`src/rtl/bandit_environment.sv`:
```
// bandit_environment: stochastic reward source for a multi-armed bandit agent.
// It looks up a per-arm success probability, draws a Bernoulli trial from an LFSR and returns the reward.
`default_nettype none

module bandit_environment #(
  parameter int          ARMS         = 256,
  parameter int          ACTION_WIDTH = 8,
  parameter int          REWARD_WIDTH = 16,
  parameter int          PROB_WIDTH   = 16,
  parameter int          REWARD_VALUE = 255,
  parameter logic [31:0] SEED         = 32'hACE1_2018
) (
  input  logic                    clock,
  input  logic                    reset,
  input  logic                    action_valid,
  input  logic [ACTION_WIDTH-1:0] action_data,
  output logic                    action_ready,
  output logic                    reward_valid,
  output logic [REWARD_WIDTH-1:0] reward_data,
  input  logic                    reward_ready,
  input  logic                    prob_write,
  input  logic [ACTION_WIDTH-1:0] prob_address,
  input  logic [PROB_WIDTH-1:0]   prob_data,
  output logic [31:0]             trial_count
);

  typedef enum logic [1:0] {IDLE, LOOKUP, SAMPLE, RESPOND} state_t;

  localparam logic [31:0] LFSR_TAPS = 32'h8020_0003;
  localparam logic [31:0] LFSR_INIT = (SEED == 32'd0) ? 32'd1 : SEED;

  state_t                    state_q, state_d;
  logic [31:0]               lfsr_q, lfsr_d;
  logic [ACTION_WIDTH-1:0]   arm_q, arm_d;
  logic                      action_ready_q, action_ready_d;
  logic                      reward_valid_q, reward_valid_d;
  logic [REWARD_WIDTH-1:0]   reward_data_q, reward_data_d;
  logic [31:0]               trial_count_q, trial_count_d;
  logic [PROB_WIDTH-1:0]     prob_q;
  logic [PROB_WIDTH-1:0]     table_q [ARMS];
  logic                      arm_in_range;
  logic                      waddr_in_range;
  logic                      success;

  assign arm_in_range   = 32'(arm_q) < ARMS;
  assign waddr_in_range = 32'(prob_address) < ARMS;
  // All-ones is a certain success even when the sample is also all-ones.
  assign success = (prob_q == '1) || (lfsr_q[PROB_WIDTH-1:0] < prob_q);

  always_comb begin
    state_d        = state_q;
    arm_d          = arm_q;
    action_ready_d = action_ready_q;
    reward_valid_d = reward_valid_q;
    reward_data_d  = reward_data_q;
    trial_count_d  = trial_count_q;
    lfsr_d         = lfsr_q[0] ? ((lfsr_q >> 1) ^ LFSR_TAPS) : (lfsr_q >> 1);

    unique case (state_q)
      IDLE: begin
        action_ready_d = 1'b1;
        if (action_valid && action_ready_q) begin
          arm_d          = action_data;
          action_ready_d = 1'b0;
          state_d        = LOOKUP;
        end
      end
      LOOKUP: state_d = SAMPLE;
      SAMPLE: begin
        reward_data_d  = success ? REWARD_WIDTH'(REWARD_VALUE) : '0;
        reward_valid_d = 1'b1;
        state_d        = RESPOND;
      end
      RESPOND: begin
        if (reward_ready) begin
          reward_valid_d = 1'b0;
          reward_data_d  = '0;
          trial_count_d  = trial_count_q + 32'd1;
          action_ready_d = 1'b1;
          state_d        = IDLE;
        end
      end
      default: state_d = IDLE;
    endcase
  end

  always_ff @(posedge clock or negedge reset) begin
    if (!reset) begin
      state_q        <= IDLE;
      lfsr_q         <= LFSR_INIT;
      arm_q          <= '0;
      action_ready_q <= 1'b0;
      reward_valid_q <= 1'b0;
      reward_data_q  <= '0;
      trial_count_q  <= '0;
    end else begin
      state_q        <= state_d;
      lfsr_q         <= lfsr_d;
      arm_q          <= arm_d;
      action_ready_q <= action_ready_d;
      reward_valid_q <= reward_valid_d;
      reward_data_q  <= reward_data_d;
      trial_count_q  <= trial_count_d;
    end
  end

  // Table survives reset; the LOOKUP read sees the pre-write value on a same-edge write.
  always_ff @(posedge clock) begin
    if (prob_write && waddr_in_range) begin
      table_q[prob_address] <= prob_data;
    end
    if (state_q == LOOKUP) begin
      prob_q <= arm_in_range ? table_q[arm_q] : '0;
    end
  end

  assign action_ready = action_ready_q;
  assign reward_valid = reward_valid_q;
  assign reward_data  = reward_data_q;
  assign trial_count  = trial_count_q;

endmodule

`default_nettype wire
```
`config.mk`:
```
export PLATFORM = sky130hd
export DESIGN_NAME = bandit_environment
export DESIGN_NICKNAME = d
export VERILOG_FILES = /design/src/rtl/bandit_environment.sv
export SDC_FILE = /design/constraint.sdc
export NUM_CORES = 2
export LEC_CHECK = 0
export BUFFER_PORTS_ARGS = -buffer_cell sky130_fd_sc_hd__buf_2
export CAP_MARGIN = 20
export CORE_UTILIZATION = 32
export DETAILED_ROUTE_END_ITERATION = 16
export GPL_TIMING_DRIVEN = 0
export PLACE_DENSITY_LB_ADDON = 0.12
export SYNTH_ARGS = -nofsm -noshare
export SYNTH_HDL_FRONTEND = slang
export SYNTH_SLANG_ARGS = --single-unit
```
`constraint.sdc`:
```
create_clock -name clock -period 2.43 [get_ports clock]
set_input_delay 0.486 -clock clock [delete_from_list [all_inputs] [get_ports clock]]
set_output_delay 0.486 -clock clock [all_outputs]
set_load 0.05 [all_outputs]
```
==> run metrics <==
outcome complete, but fails checks; violated checks negative setup slack; pin count of the biggest net entering global routing 146; top_reg_cell synth edfxtp_1; Hold Fails Final Rpt 0; Synth Register Bits 4,189; pwr dens 1190 nW/µm²; clk buf depth 4; GR Util met3 6.09%; register area 125,000 µm²; IO buf count 73; Slew @ Worst Pin 1.18 ns; LEAKAGE 63.6 nW; Most Crowded Layer GR met2; Post-synth EDFFs 4,112; core area 501,000 µm²; period utilization 159%; clk root buf clkbuf_16; kind of critical path reg -> reg; RSZ-0062 raised after global routing yes; peak supply drop 0.981 mV; Reg clk slew, reported paths 0.06 ns; Hold Path Class in -> reg; ys async rst share 1.84%; TritonCTS Buffers 450; antenna violations before repair 42; synth unique cells 64; Synth Cell Area 161,000 µm²; met1 usage 35.0%; Final Critical Period 3.87 ns; Worst Hold Margin 0.0277 ns; post-route ant nets 0; Routed WL 652 mm; worst path required time 3.16 ns; H-tree levels 5; first-pass detailed-route iteration total 5; Worst Path Max Fanout 10; Setup Skew 0.0911 ns; Vias 88,300; Via density 5.63; # DRC 0; Final Core Density 39.9%; Multi-input gate area 36,100 µm²; Post-Synthesis Cells 7,445; io pins 87; filler instances 44,300; Die W 712 µm; vias in the first global route 85,800; max_slew headroom 21.3%; overall die area 506,000 µm²; Slew Limit Fails 0; fin nets 8,659; average size of a mapped cell 21.6 µm²; CP startpoint kind register; Clock Sinks 4,189; met2 Use GR 37.9%; GRT overflow 0; die height 712 µm; Seq/Total Area, Yosys 77.8%; TritonCTS clock tree built; global-route wire length before repair 844 mm; Detail Placement HPWL 448 mm; Final WS setup -1.44 ns; Max Cap Viol 0; FMAX 0.259 GHz; CP Data Arrival Time 4.59 ns; Area Overhead vs Synth 24.0%; final setup fails 99; Starting Density 32.1%; share of cells above drive strength 1 34.3%; RePlAce Congestion 0.882; Yosys Warn Count 0; drt first-iter violations 12,600; Wirelength per Cell 41.6 µm; Tot GR Track Use 25.2%; critical path endpoint category register; standard-cell row count 260; worst skew pair latency 1.06 ns
[through the flow]
stage	setup slack, ns	power, mW	cells	setup TNS, ns	cell area (µm²)
after global routing	-1.33	241	15700	-19.61	200000
after floorplan	-0.221	117	7452	-441.83	161000
final	-1.44	238	15700	-23.67	200000
after CTS	-1.30	234	15600	-19.23	198000
after global placement	-4.43	156	14200	-	170000
after detailed placement	-3.81	158	14500	-4027.44	178000
[logic make-up after synthesis]
kind of cell | share of synthesized area, %
XOR/XNOR | 0.185
AND/OR/NAND/NOR | 1.86
buffers and inverters | 2.11
flip-flops | 77.8
multiplexers | 14.5
adder cells (fa/ha/maj) | 0.155
other | 0.00233
AO/OA/AOI/OAI | 3.38
[worst max-delay path, cell delays in order, from the launching register on]
cell and delay (ns):
dfrtp_1 0.40, buf_12 0.17, buf_12 0.14, buf_16 0.15, buf_16 0.17, buf_16 0.17
buf_16 0.17, buf_12 0.20, mux2i_1 0.13, o22ai_1 0.16, nor4_1 0.11, a21oi_4 0.20
nand4_1 0.64, a211oi_4 0.63
[cells in the mapped netlist, types with 5 or more instances]
library cell  instances  area (µm²)
a2111oi_4             6         165
a211oi_1             19         143
a211oi_2              7        87.6
a21o_1                5        37.5
a21oi_1              88         440
a221oi_1             31         272
a22o_1              105         920
a22oi_1             168        1260
buf_1                17        63.8
buf_12               39         781
buf_2               105         526
buf_4                48         360
buf_6                50         563
buf_8                28         420
clkbuf_1            164         616
dfrtp_1              66        1650
dfstp_2              11         289
edfxtp_1           4112      123000
ha_1                 20         250
inv_1                21        78.8
mux2_2               14         158
mux2i_1             522        5230
mux4_2              793       17900
nand2_1              59         221
nand2b_1              9        56.3
nand3_1              45         225
nand4_1              29         181
nor2_1              297        1110
nor2b_1              21         131
nor3_1               77         385
nor4_1               83         519
o211ai_1             18         135
o21ai_0              23         115
o22ai_1             255        1600
or2_2                 5        31.3
or3_1                 5        31.3
xnor2_1              22         193
xor2_1               12         105
[path summary, 6_finish.rpt]
kind | cells after the start | endpoint | startpoint | slack [ns]
hold / removal | 1 | table_q[227][4]$_DFFE_PP_ | prob_data[4] | 0.03
setup reg to reg | 13 | prob_q[12]$_DFFE_PN_ | arm_q[0]$_DFFE_PN0P_ | -1.44
max in group asynchronous | 4 | lfsr_q[4]$_DFF_PN1_ | reset | 1.51
min in group asynchronous | 4 | arm_q[5]$_DFFE_PN0P_ | reset | 0.56
setup / recovery | 13 | prob_q[12]$_DFFE_PN_ | arm_q[0]$_DFFE_PN0P_ | -1.44
hold reg to reg | 0 | lfsr_q[27]$_DFF_PN1_ | lfsr_q[28]$_DFF_PN0_ | 0.33
[repair_timing]
action                                   CTS  global route
pin swaps                                103            77
buffers inserted                         187            89
endpoints found under the setup margin  2149           726
hold buffers                              24             0
resized for setup                       1007           202
endpoints found under the hold margin    546             0
cloned                                     1             1
[flip-flops by register name, indices dropped and copies added, names as in the netlist]
name	flops
state_q	2
reward_valid	1
table_q	4096
prob_q	16
trial_count	32
action_ready	1
arm_q	8
lfsr_q	32
reward_data	1
[routing by layer]
| layer | part of all wire, % | vias up |
|---|---|---|
| li1 | - | 33800 |
| met1 | 41 | 48700 |
| met2 | 44 | 4779 |
| met3 | 9.6 | 958 |
| met4 | 4.7 | 10 |
| met5 | 0.011 | - |
[cells in the final DEF (no fill, tap or decap), types with 31 or more instances in the layout]
| cell | n |
|---|---|
| edfxtp_1 | 4112 |
| mux4_2 | 793 |
| mux2i_1 | 512 |
| clkbuf_16 | 460 |
| buf_4 | 261 |
| buf_8 | 206 |
| o22ai_1 | 205 |
| buf_16 | 173 |
| buf_12 | 169 |
| clkbuf_1 | 165 |
| nor2_4 | 161 |
| a22oi_1 | 120 |
| clkinv_1 | 117 |
| nor2_2 | 103 |
| buf_6 | 91 |
| a22o_1 | 85 |
| buf_2 | 74 |
| a21oi_1 | 66 |
| dfrtp_1 | 62 |
| clkinv_2 | 62 |
| nand2_1 | 53 |
| a22oi_2 | 48 |
| nor4_1 | 45 |
| clkbuf_2 | 43 |
| clkbuf_4 | 42 |
| o22ai_2 | 40 |
| nor3_1 | 33 |
| nor2_1 | 33 |
| nor4_2 | 31 |
[layout make-up]
class / count / share of cell area (%)
Buffer: 443 / 2.94
Multi-Input combinational cell: 2791 / 18.0
Timing Repair Buffer: 706 / 5.05
Tap cell: 6681 / 4.18
Sequential cell: 4189 / 62.7
Inverter: 21 / 0.0394
Clock inverter: 241 / 1.06
Antenna cell: 20 / 0.0250
Clock buffer: 583 / 5.92
[power breakdown]
group	internal, mW	switching [mW]
registers	80.0	0.404
logic	33.2	57.6
clock network	37.1	29.4
total	150	87.3
No activity file was read; power rests on OpenSTA's default activity.
